## config.mk

```make
export PLATFORM = sky130hd
export DESIGN_NAME = ext_mem_port_ctrl
export DESIGN_NICKNAME = d
export VERILOG_FILES = /design/src/rtl/ext_mem_port_ctrl.sv
export SDC_FILE = /design/constraint.sdc
export NUM_CORES = 1
export LEC_CHECK = 0
export BUFFER_PORTS_ARGS = -buffer_cell sky130_fd_sc_hd__buf_2
export CAP_MARGIN = 10
export CELL_PAD_IN_SITES_DETAIL_PLACEMENT = 1
export CELL_PAD_IN_SITES_GLOBAL_PLACEMENT = 1
export CORE_ASPECT_RATIO = 0.7
export CORE_UTILIZATION = 24
export DETAILED_ROUTE_END_ITERATION = 8
export PLACE_DENSITY_LB_ADDON = 0.15
export SKIP_CTS_REPAIR_TIMING = 1
export SYNTH_ARGS = -nofsm -noshare
export SYNTH_HDL_FRONTEND = slang
export SYNTH_SLANG_ARGS = --single-unit
```

## constraint.sdc

```tcl
create_clock -name clock -period 2 [get_ports clock]
set_clock_uncertainty 0.1 [all_clocks]
set_input_delay 0 -clock clock [delete_from_list [all_inputs] [get_ports clock]]
set_output_delay 0 -clock clock [all_outputs]
set_load 0.01 [all_outputs]
```

## src/rtl/ext_mem_port_ctrl.sv

```systemverilog
// External memory port controller: boot stream sequencer plus load/store arbiter.
// Build option: define ROUND_ROBIN_ARB_EN for round-robin RUN arbitration (default: fixed store priority).
package ext_mem_port_ctrl_pkg;
  localparam int unsigned WIDTH_DATA   = 32;
  localparam int unsigned WIDTH_EXADDR = 16;

  typedef struct packed {
    logic                  v;
    logic                  a;
    logic                  r;
    logic                  c;
    logic [WIDTH_DATA-1:0] d;
  } FTk_t;

  typedef struct packed {
    logic n;
  } BTk_t;
endpackage

module ext_mem_port_ctrl
  import ext_mem_port_ctrl_pkg::*;
#(
  parameter int unsigned BOOT_PAD  = 3,
  parameter int unsigned BOOT_LEN  = 5,
  parameter int unsigned BOOT_BASE = 0,
  parameter int unsigned WIDTH_CNT = 4
) (
  input  logic                    clock,
  input  logic                    reset,
  input  logic                    I_Boot,
  input  logic                    I_Ld_Req,
  input  logic [WIDTH_EXADDR-1:0] I_Ld_Addr,
  output FTk_t                    O_Ld_FTk,
  input  BTk_t                    I_Ld_BTk,
  input  logic                    I_St_Req,
  input  logic [WIDTH_EXADDR-1:0] I_St_Addr,
  input  FTk_t                    I_St_FTk,
  output BTk_t                    O_St_BTk,
  output logic                    O_Mem_En,
  output logic                    O_Mem_We,
  output logic [WIDTH_EXADDR-1:0] O_Mem_Addr,
  output logic [WIDTH_DATA-1:0]   O_Mem_WData,
  input  logic [WIDTH_DATA-1:0]   I_Mem_RData,
  output logic                    O_Boot_Done
);

  localparam logic [WIDTH_CNT-1:0] PAD_LAST = WIDTH_CNT'(BOOT_PAD - 1);
  localparam logic [WIDTH_CNT-1:0] LEN_END  = WIDTH_CNT'(BOOT_LEN);

  typedef enum logic [1:0] {S_IDLE, S_PAD, S_DATA, S_RUN} state_t;

  state_t                 state_q, state_d;
  logic [WIDTH_CNT-1:0]   cnt_q, cnt_d, cnt_inc;
  logic                   tok_v_q, tok_v_d;
  logic                   tok_a_q, tok_a_d;
  logic                   fresh_q, fresh_d;
  logic [WIDTH_DATA-1:0]  d_hold_q, d_hold_d;
  logic                   done_q, done_d;
  logic                   mem_en, mem_we, st_n;
  logic [WIDTH_EXADDR-1:0] mem_addr;
  logic [WIDTH_DATA-1:0]  mem_wdata, ld_d;
  logic                   ld_stall, ld_req, st_req, ld_gnt, st_gnt;
`ifdef ROUND_ROBIN_ARB_EN
  logic                   st_last_q, st_last_d;
`endif

  logic unused_st_tk;
  assign unused_st_tk = ^{I_St_FTk.a, I_St_FTk.r, I_St_FTk.c};

  function automatic logic [WIDTH_EXADDR-1:0] boot_addr(input logic [WIDTH_CNT-1:0] idx);
    return WIDTH_EXADDR'(BOOT_BASE) + WIDTH_EXADDR'(idx);
  endfunction

  always_ff @(posedge clock) begin
    if (reset) begin
      state_q  <= S_IDLE;
      cnt_q    <= '0;
      tok_v_q  <= 1'b0;
      tok_a_q  <= 1'b0;
      fresh_q  <= 1'b0;
      d_hold_q <= '0;
      done_q   <= 1'b0;
`ifdef ROUND_ROBIN_ARB_EN
      st_last_q <= 1'b1;
`endif
    end else begin
      state_q  <= state_d;
      cnt_q    <= cnt_d;
      tok_v_q  <= tok_v_d;
      tok_a_q  <= tok_a_d;
      fresh_q  <= fresh_d;
      d_hold_q <= d_hold_d;
      done_q   <= done_d;
`ifdef ROUND_ROBIN_ARB_EN
      st_last_q <= st_last_d;
`endif
    end
  end

  // Next state, token register updates and memory port drive
  always_comb begin
    state_d   = state_q;
    cnt_d     = cnt_q;
    cnt_inc   = cnt_q + 1'b1;
    tok_v_d   = tok_v_q;
    tok_a_d   = tok_a_q;
    fresh_d   = 1'b0;
    d_hold_d  = fresh_q ? I_Mem_RData : d_hold_q;
    done_d    = done_q;
    mem_en    = 1'b0;
    mem_we    = 1'b0;
    mem_addr  = '0;
    mem_wdata = '0;
    st_n      = 1'b1;
    ld_stall  = tok_v_q & I_Ld_BTk.n;
    ld_req    = I_Ld_Req & ~ld_stall;
    st_req    = I_St_Req & I_St_FTk.v;
    ld_gnt    = 1'b0;
    st_gnt    = 1'b0;
`ifdef ROUND_ROBIN_ARB_EN
    st_last_d = st_last_q;
`endif
    case (state_q)
      S_IDLE: begin
        if (I_Boot) begin
          state_d  = S_PAD;
          cnt_d    = '0;
          tok_v_d  = 1'b1;
          tok_a_d  = 1'b1;
          d_hold_d = '0;
        end
      end
      S_PAD: begin
        if (!I_Ld_BTk.n) begin
          tok_a_d = 1'b0;
          if (cnt_q == PAD_LAST) begin
            // Fetch word 0 now so data follows the last pad with no bubble
            state_d  = S_DATA;
            cnt_d    = '0;
            mem_en   = 1'b1;
            mem_addr = boot_addr('0);
            fresh_d  = 1'b1;
          end else begin
            cnt_d = cnt_inc;
          end
        end
      end
      S_DATA: begin
        if (!I_Ld_BTk.n) begin
          if (cnt_inc == LEN_END) begin
            state_d = S_RUN;
            cnt_d   = '0;
            tok_v_d = 1'b0;
            done_d  = 1'b1;
          end else begin
            cnt_d    = cnt_inc;
            mem_en   = 1'b1;
            mem_addr = boot_addr(cnt_inc);
            fresh_d  = 1'b1;
          end
        end else begin
          // Re-read the presented word so the memory keeps driving it
          mem_en   = 1'b1;
          mem_addr = boot_addr(cnt_q);
          fresh_d  = 1'b1;
        end
      end
      S_RUN: begin
`ifdef ROUND_ROBIN_ARB_EN
        st_gnt = st_req & ~(ld_req & st_last_q);
`else
        st_gnt = st_req;
`endif
        ld_gnt = ld_req & ~st_gnt;
        st_n   = st_req & ~st_gnt;
        if (st_gnt) begin
          mem_en    = 1'b1;
          mem_we    = 1'b1;
          mem_addr  = I_St_Addr;
          mem_wdata = I_St_FTk.d;
        end
        if (ld_gnt) begin
          mem_en   = 1'b1;
          mem_addr = I_Ld_Addr;
          tok_v_d  = 1'b1;
          fresh_d  = 1'b1;
        end else begin
          tok_v_d = ld_stall;
        end
        tok_a_d = 1'b0;
`ifdef ROUND_ROBIN_ARB_EN
        if (st_gnt) st_last_d = 1'b1;
        else if (ld_gnt) st_last_d = 1'b0;
`endif
      end
      default: state_d = S_IDLE;
    endcase
  end

  // Token data comes straight from memory on the cycle after a read, else from the hold register
  always_comb begin
    ld_d = '0;
    if (tok_v_q && !reset) ld_d = fresh_q ? I_Mem_RData : d_hold_q;
  end

  assign O_Ld_FTk.v   = tok_v_q;
  assign O_Ld_FTk.a   = tok_a_q;
  assign O_Ld_FTk.r   = 1'b0;
  assign O_Ld_FTk.c   = 1'b0;
  assign O_Ld_FTk.d   = ld_d;
  assign O_St_BTk.n   = st_n & ~reset;
  assign O_Mem_En     = mem_en & ~reset;
  assign O_Mem_We     = mem_we & ~reset;
  assign O_Mem_Addr   = reset ? '0 : mem_addr;
  assign O_Mem_WData  = reset ? '0 : mem_wdata;
  assign O_Boot_Done  = done_q;

endmodule

```

==> impl_results.md, run 1 <==
* Fin nets at 660
* WP depth at 7
* CTS Root Buffer Type: clkbuf_16
* Vias in the first global route at 2846
* Endpoints failing hold at 1
* Initial DRC count at 113
* Fill cell count at 1325
* Post-Synth XOR/XNOR Area at less than 1%
* Die width at between 100 and 150 um
* Post-synth EDFFs at 0
* Global-route wire length before repair at 14.6 mm
* Share of layout cells above drive strength 1 at approximately 44%
* Worst Setup End Kind: primary output
* Leak at between 0.002 and 0.0025 uW
* Area grow syn2layout at 66.9%
* Setup Total Neg Slack at -0.0211 ns
* Critical Path Start Type: register
* IO buf count at 188
* Crit path cell chain: ha_4, and2b_1, a21boi_4, o22a_2, o21ai_2, a311oi_2, buf_2
* Mapped Area at 0.00258 sq mm
* Final antenna-violating net count at 0
* Hold Path Class: in -> reg
* Reg2Reg Depth at 6
* Final slew viol count at 0
* RSZ-0062 raised after global routing: true
* Fmax at 495 MHz
* Die height at 88.7 um
* Post-DP HPWL at 7.66 mm
* Final setup viols at 1
* WL per Instance at 14.7 um
* Clock Sinks at 42
* Cts bufs inserted at 5
* Critical Setup Path Class: reg -> out
* Slowest CP cell: dfxtp_2
* Crit Path Max Fanout at 4
* Register area at 847 sq um
* Mapped Cells at 321
* Via/cell ratio at 4.52
* Worst reg2reg startpoint: cnt_q[0]$_SDFFE_PP0P_
* Largest family of logic cells by synthesized area: simple AND/OR/NAND/NOR gates
* Internal reg-to-reg setup slack at approximately 0.14 ns
* Fin crit period at 2.02 ns
* Violated checks: hold timing, setup timing
* Die Footprint at 0.0112 sq mm
* CP delay by family, top: compound AO/OA/AOI/OAI gates
* Crit. Startpoint: cnt_q[1]$_SDFFE_PP0P_
* Buf+Inv Stages, Crit Path at 1
* DRC violation count after routing at 0
* Rows at 31
* ANT cells at 0
* Starting Density at about a quarter
* R2r endpoint: O_Boot_Done$_SDFFE_PP0P_
* Pin count of the biggest net entering global routing at between 40 and 50
* Total grt overflow at 0
* Synth Area in Compound Gates at between 10% and 20%
* Post-Synth Simple-Gate Area at 26.8%
* Post-synthesis mux area share at 12.4%
* Total core area at a little over 0.01 sq mm
* Yosys warnings at 0
* DR pass1 iterations at 4
* Fin util at 41.4%
* CTS tree: yes
* Fin crit share at 101%
* Hold slack at -0.00860 ns
* PnR Total Power at 2860 uW
* Seq/Total Area, Yosys at 32.6%
* Share of flip-flops with an asynchronous set or reset at 0%
* Clock Path Buffers at 2
* Outcome: finished with violations
* Synth cell types at 44
* Worst Path Required at between 1.5 and 2 ns
* Vias after detailed routing at 3063
* GPL Wtd Cong at about 0.79
* Syn_area_per_cell at 8.03 sq um
* Post-synthesis adder-cell area fraction at 4.37%
* PwrDens at roughly 660 mW/mm^2
* Max-cap viol count at 0
* Worst skew pair latency at approximately 0.28 ns
* Setup WS post-layout at -0.0211 ns
* Clk slew on worst S/H paths at 0.06 ns
* Ports at 194
* Most used DFF post-synth: dfxtp_1
* Critical path's largest stage delay at 0.36 ns
* CP endpoint: O_Mem_En
* Seq cells post-synth at 42
* Area of the multi-input gates at 0.00164 sq mm
* Max IR drop VDD at about 0.0003 V
* H-tree levels at 2
* Initial antenna violation count at 0
* Worst EP arrival at approximately 1.9 ns
* Routed WL at approximately 10 mm
* Total global-route track usage at between 15 and 20%
-- layout by cell type, fill, tap and decap left out, types with 3 or more instances in the layout --
cell           instances
buf_2                188
nor2_1                75
dfxtp_1               37
and2_1                33
mux2i_1               32
dlygate4sd3_1         32
buf_4                 19
a22o_1                14
nand2_1                9
a21oi_1                7
inv_1                  5
o211ai_1               5
ha_1                   5
clkbuf_16              5
dfxtp_2                5
nand2b_1               4
a311oi_1               4
inv_2                  3
nand3_1                3
o21a_1                 3
a21o_1                 3
nor2b_1                3
-- worst register-to-register path, delay by kind of cell (launching register included) --
family          cells  cell delay [ns]
simple gates        2             0.64
flops               1             0.35
buf+inv             2             0.25
compound gates      2             0.47
-- Yosys cell counts, types with 3 or more instances --
| cell type | count | area share [%] |
|---|---|---|
| clkbuf_1 | 10 | 1.5 |
| buf_2 | 9 | 1.7 |
| o21a_1 | 3 | 0.87 |
| dfxtp_1 | 42 | 33 |
| nor2b_1 | 4 | 0.97 |
| buf_4 | 4 | 1.2 |
| nor2_1 | 76 | 11 |
| and2_1 | 33 | 8.0 |
| nand2b_1 | 4 | 0.97 |
| a22o_1 | 14 | 4.8 |
| o21ai_0 | 4 | 0.78 |
| or4_1 | 3 | 0.87 |
| a311oi_1 | 5 | 1.7 |
| ha_1 | 9 | 4.4 |
| a21oi_1 | 7 | 1.4 |
| mux2i_1 | 32 | 12 |
| buf_1 | 4 | 0.58 |
| nand3_1 | 3 | 0.58 |
| o211ai_1 | 5 | 1.5 |
| nand2_1 | 10 | 1.5 |
| inv_1 | 9 | 1.3 |
| a21o_1 | 3 | 0.87 |
-- registers in the layout (all words and copies together) (netlist names) --
signal / count
state_q: 2
d_hold_q: 32
fresh_q: 1
O_Boot_Done: 1
cnt_q: 4
tok_v_q: 1
tok_a_q: 1
-- cell families after synthesis --
logic type | Yosys count
other | 1
AOI/OAI and AO/OA | 55
adders and majority gates | 9
muxes | 32
DFF | 42
buffers and inverters | 36
and+or+nand+nor | 144
xor gates and xnor gates | 2
-- stage by stage --
| step | cells | area (sq um) | setup slack (ns) | hold slack (ns) |
|---|---|---|---|---|
| after detailed placement | 631 | 3710 | 0.0942 | 0.181 |
| after floorplan | 322 | 2580 | 0.149 | 0.0444 |
| after global routing | 678 | 4300 | -0.0899 | 0.0169 |
| final | 678 | 4300 | -0.0211 | -0.00860 |
| after global placement | 631 | 3710 | 0.151 | 0.173 |
| after CTS | 639 | 3850 | -0.217 | -0.111 |
-- how the worst min path moves through the flow --
stage	end	slack (ns)	from	cells after the start
detailed placement	d_hold_q[11]$_SDFF_PP0_	0.18	I_Mem_RData[11]	3
global route	fresh_q$_SDFF_PP0_	0.02	I_Ld_Req	3
finish	tok_a_q$_SDFFE_PP0P_	-0.009	reset	2
floorplan	O_Mem_WData[0]	0.04	I_St_FTk[0]	1
CTS	d_hold_q[11]$_SDFF_PP0_	-0.11	I_Mem_RData[11]	3
global placement	d_hold_q[13]$_SDFF_PP0_	0.17	I_Mem_RData[13]	3
-- layout make-up --
type	count	area share [%]
multi-input combinational	244	38.2
sequential	42	19.7
clock inverter	2	0.320
inverter	9	0.844
timing repair buffer	243	34.1
tap	132	3.84
clock buffer	6	3.00
-- power by group --
part           total, uW  internal [uW]  leakage [uW]  switching, uW
clock network        788            463     0.0000708            325
registers            951            899      0.000342           51.7
logic               1120            479       0.00163            641
total               2860           1840       0.00204           1020
-- layer usage --
metal / track usage (%) / part of all wire [%] / up-vias
met2: 28.0 / 50 / 102
met5: 0 / 0 / -
met1: 20.5 / 43 / 1415
met4: 3.83 / 1.3 / 0
li1: - / - / 1538
met3: 4.59 / 6.3 / 8
No activity file was read; power rests on OpenSTA's default activity.
==> inputs of run 2 (changes only) <==
--- a/config.mk
+++ b/config.mk
@@ -12,7 +12,7 @@
 export CORE_ASPECT_RATIO = 0.7
 export CORE_UTILIZATION = 24
 export DETAILED_ROUTE_END_ITERATION = 8
-export PLACE_DENSITY_LB_ADDON = 0.15
+export PLACE_DENSITY_LB_ADDON = 0.25
 export SKIP_CTS_REPAIR_TIMING = 1
 export SYNTH_ARGS = -nofsm -noshare
 export SYNTH_HDL_FRONTEND = slang
==> run 2 against run 1 <==
The flow finishes with violations (setup timing). Utilization grew 1.6 points. Combinational power is essentially flat. Register-to-register slack got worse by 0.17 ns. Flip-flop and latch count did not move. Worst hold slack better by 0.092 ns. Global-route usage is 1.0 points higher. Die area unchanged. Largest cell class unchanged. Highest routed layer unchanged.
==> impl_results.md, run 2 (synthesized netlist as in run 1, its figures left out) <==
* Outcome: finished with violations
* Violated checks: setup timing
* Die width at roughly 130 um
* Die Footprint at 0.0112 sq mm
* Final setup viols at 3
* Post-DP HPWL at 8.16 mm
* PwrDens at 710 mW/mm^2
* Critical Path Start Type: register
* Total grt overflow at 0
* Worst Path Required at 1.90 ns
* Total global-route track usage at between 15 and 20%
* Global-route wire length before repair at 14.9 mm
* Starting Density at 24.8%
* Fin crit share at 102%
* Worst EP arrival at 1.94 ns
* DR pass1 iterations at 4
* Worst skew pair latency at 0.28 ns
* Clk slew on worst S/H paths at ~0.060 ns
* Initial antenna violation count at 0
* Biggest registers after layout: d_hold_q x32, cnt_q x4, state_q x2
* Area grow syn2layout at 73.4%
* Pin count of the biggest net entering global routing at between 40 and 50
* Worst slew pin tran at 0.632 ns
* Fin crit period at roughly 2.0 ns
* Worst reg2reg startpoint: cnt_q[1]$_SDFFE_PP0P_
* Largest Register: d_hold_q
* DRC violation count after routing at 0
* Endpoints failing hold at 0
* Hold Path Origin: I_Ld_Req
* CTS tree: yes
* Final slew viol count at 0
* ANT cells at 0
* WL per Instance at 16.1 um
* Rows at 31
* Total core area at 0.0104 sq mm
* Max-cap viol count at 0
* Setup WS post-layout at -0.0386 ns
* Max-Slew Margin vs Limit at 57.9%
* Crit. Startpoint: cnt_q[1]$_SDFFE_PP0P_
* Die height at 88.7 um
* Clock Sinks at 42
* Final antenna-violating net count at 0
* Crit Path Max Fanout at 4
* Most frequent cells in the layout: buf_2 (188), nor2_1 (73), dfxtp_1 (37)
* Leak at 0.00211 uW
* CTS Root Buffer Type: clkbuf_16
* Critical Setup Path Class: reg -> out
* Fin nets at 666
* Share of layout cells above drive strength 1 at 44.9%
* RSZ-0062 raised after global routing: true
* Via/cell ratio at 4.58
* Vias in the first global route at about 2.9k
* H-tree levels at 2
* Cts bufs inserted at 5
* Fmax at 491 MHz
* Largest register FFs at 32
* Max IR drop VDD at 0.000360 V
* Fin util at 43.0%
* Worst Setup End Kind: primary output
* Ports at between 150 and 200
* Clock Path Buffers at 2
* IO buf count at around 190
* Routed WL at 11.0 mm
* Hold Path Class: in -> reg
* Commonest non-fill, non-tap cell in the layout: buf_2
* GPL Wtd Cong at 0.828
* Initial DRC count at 90
* Vias after detailed routing at 3136
* PnR Total Power at 3180 uW
## run 2: cell count changes in the layout (fill, tap and decap cells not counted), sizes merged
| cell | delta |
|---|---|
| clkbuf | +1 |
| clkinv | -1 |
| buf | +2 |
| dlygate4sd3 | +2 |
| bufinv | +2 |
## run 2: power by group
part           switching, uW  total, uW  leakage (uW)  internal [uW]
Sequential              60.5        965      0.000342            904
Clock                    345       1060     0.0000940            717
Combinational            663       1150       0.00168            485
## run 2: stage by stage
step                      setup TNS, ns  setup slack [ns]  instances  hold WS (ns)  instance area, sq um
final                           -0.0953           -0.0386        684        0.0835                  4470
after global routing             -0.402            -0.136        684         0.115                  4470
after CTS                         -3.41            -0.188        640        -0.119                  3910
after detailed placement              0            0.0610        632         0.181                  3720
after global placement                0             0.150        632         0.174                  3720
after floorplan                       0             0.149        322        0.0444                  2580
## run 2: final timing paths
kind / slack (ns) / endpoint / cells past startpoint
max: -0.04 / O_Mem_En / 7
max reg2reg: -0.03 / O_Boot_Done$_SDFFE_PP0P_ / 7
min reg2reg: 0.36 / O_Boot_Done$_SDFFE_PP0P_ / 2
min: 0.08 / fresh_q$_SDFF_PP0_ / 4
## run 2: metal layers
metal  part of all wire [%]  global-route usage (%)  routed length, um  up-vias
met4                    1.2                    4.49                134        0
met5                      0                       0                  0        -
met2                     49                    30.2               5340      129
li1                       -                       -                  -     1557
met3                    6.8                    4.72                745        9
met1                     43                    21.5               4780     1441
## run 2: area by class of cell
class	count	area, sq um
fill	1279	5920
multi-input combinational	244	1670
timing repair buffer	249	1560
sequential	42	855
tap	132	165
clock buffer	5	125
clock inverter	3	68.8
inverter	9	33.8
## run 2: critical path: stages (launching register included)
cell      delay (ns)
dfxtp_4         0.37
ha_4            0.15
and2b_1         0.20
a21boi_4        0.17
o22a_2          0.24
o21ai_4         0.07
a311oi_2        0.27
buf_2           0.18
==> inputs of run 3 (changes only) <==
--- a/config.mk
+++ b/config.mk
@@ -13,6 +13,7 @@
 export CORE_UTILIZATION = 24
 export DETAILED_ROUTE_END_ITERATION = 8
 export PLACE_DENSITY_LB_ADDON = 0.25
+export REMOVE_ABC_BUFFERS = 1
 export SKIP_CTS_REPAIR_TIMING = 1
 export SYNTH_ARGS = -nofsm -noshare
 export SYNTH_HDL_FRONTEND = slang
==> run 3 against run 2 <==
The run ends with hold timing, setup timing left. Maximum frequency grew 0.14%. Clock power shrank 23%. Global-route usage shrank 1.4 points. First-iteration DRC count shrank 30%. Critical path depth is the same. Largest power group unchanged. Utilization shrank 0.59 points. Power shrank 8.3%. Count of clock-buffer cells in the layout is the same. Worst setup slack gained 0.0029 ns.
==> impl_results.md, run 3 (synthesized netlist as in run 1, its figures left out) <==
* Clock share of power at 28.0%
* Final slew viol count at 0
* Rows at 31
* Area after DPL at 0.00369 sq mm
* PnR Total Power at 2910 uW
* Max IR drop VDD at slightly below 0.0003 V
* Die Footprint at around 0.011 sq mm
* Worst skew pair latency at ~0.28 ns
* Initial DRC count at 63
* Worst Setup End Kind: primary output
* RSZ-0062 raised after global routing: true
* GPL Wtd Cong at 0.775
* DRC violation count after routing at 0
* Total global-route track usage at about 16%
* Clock Path Buffers at 2
* Clock Sinks at 42
* Final Instance Area at 0.00441 sq mm
* Worst Path Required at roughly 1.9 ns
* Setup Total Neg Slack at -0.0356 ns
* IO buf count at 188
* Hold slack at -0.0274 ns
* Vias in the first global route at 2710
* Combinational Power Share at 38.4%
* PwrDens at 660 mW/mm^2
* Fmax at 491 MHz
* Fin crit share at 102%
* Global-route wire length before repair at 14.1 mm
* Die width at 126 um
* Largest Register: d_hold_q
* Critical Path Start Type: register
* CTS tree: yes
* Die height at just under 90 um
* ANT cells at 0
* Area grow syn2layout at 71.1%
* Cts bufs inserted at 5
* Starting Density at 24.8%
* Final std cells w/o fill at 680
* Critical Setup Path Class: reg -> out
* Biggest registers after layout: d_hold_q x32, cnt_q x4, state_q x2
* Reg power frac at 33.5%
* Commonest non-fill, non-tap cell in the layout: buf_2
* Worst EP arrival at just under 2 ns
* Via/cell ratio at 4.55
* Internal reg-to-reg setup slack at between 0.1 and 0.15 ns
* DR pass1 iterations at 4
* Initial antenna violation count at 0
* WL per Instance at 15.7 um
* Outcome: finished with violations
* Max-cap viol count at 0
* Post-DP HPWL at 7.54 mm
* Fin nets at 662
* Largest register FFs at 32
* Total grt overflow at 0
* Hold Path Class: in -> reg
* Pint at 1860 uW
* Ports at 194
* Max-Slew Margin vs Limit at 66.6%
* Pin count of the biggest net entering global routing at between 40 and 50
* Most frequent cells in the layout: buf_2 (187), nor2_1 (76), dfxtp_1 (36)
* H-tree levels at 2
* Share of layout cells above drive strength 1 at about 45%
* Fin crit period at 2.04 ns
* Clk slew on worst S/H paths at 0.06 ns
* Final setup viols at 1
* DP Cell Count at roughly 630
* Total core area at 0.0104 sq mm
* Worst slew pin tran at 0.496 ns
* Sw power at 1060 uW
* Endpoints failing hold at 1
* Routed WL at ~11 mm
* Setup WS post-layout at -0.0356 ns
* CTS Root Buffer Type: clkbuf_16
* Leak at 0.00207 uW
* Final antenna-violating net count at 0
* Vias after detailed routing at 3097
* Switch share at 36.3%
* Violated checks: hold timing, setup timing
* Crit Path Max Fanout at 4
## run 3: routing by layer
metal / vias to the layer above / part of all wire (%) / GRT usage, %
met1: 1455 / 44 / 20.1
met4: 0 / 0.22 / 2.30
met3: 2 / 5.9 / 3.99
li1: 1541 / - / -
met5: - / 0 / 0
met2: 99 / 50 / 28.2
## run 3: power groups by stage
stage / combinational [uW] / sequential, uW / clock [uW]
5_1_grt: 1240 / 985 / 884
3_5_place_dp: 980 / 968 / 0
2_1_floorplan: 545 / 983 / 0
6_report: 1120 / 977 / 817
3_3_place_gp: 958 / 968 / 0
4_1_cts: 990 / 950 / 843
## run 3: stage by stage
| step | setup WS, ns | hold WS, ns | util (%) |
|---|---|---|---|
| after global routing | -0.144 | 0.0203 | 42.4 |
| after floorplan | -0.591 | -0.0571 | - |
| after CTS | -0.209 | -0.113 | 36.9 |
| after global placement | 0.153 | 0.171 | 35.5 |
| after detailed placement | 0.0783 | 0.183 | 35.5 |
| final | -0.0356 | -0.0274 | 42.4 |
## run 3: path summary, 6_finish.rpt
check | from | end | cells after the start
setup / recovery | cnt_q[1]$_SDFFE_PP0P_ | O_Mem_En | 7
hold / removal | I_Ld_Req | fresh_q$_SDFF_PP0_ | 3
setup reg to reg | state_q[1]$_SDFFE_PP0P_ | state_q[0]$_SDFFE_PP0P_ | 7
hold reg to reg | O_Boot_Done$_SDFFE_PP0P_ | O_Boot_Done$_SDFFE_PP0P_ | 2
## run 3: critical path, cell delays in order, from the launching register on
cell and delay, ns:
dfxtp_2 0.36, ha_4 0.15, and2b_2 0.23, a21boi_4 0.20, o22a_4 0.20, o21ai_4 0.06, a311oi_2 0.28, buf_2 0.17
## run 3: final cells by class
type                    count  area, sq um
inverters                   9         38.8
fillers                  1298         5990
repair buffers            245         1540
well taps                 132          165
flip-flops and latches     42          851
clock inverters             3         23.8
clock buffers               5          125
multi-input cells         244         1670
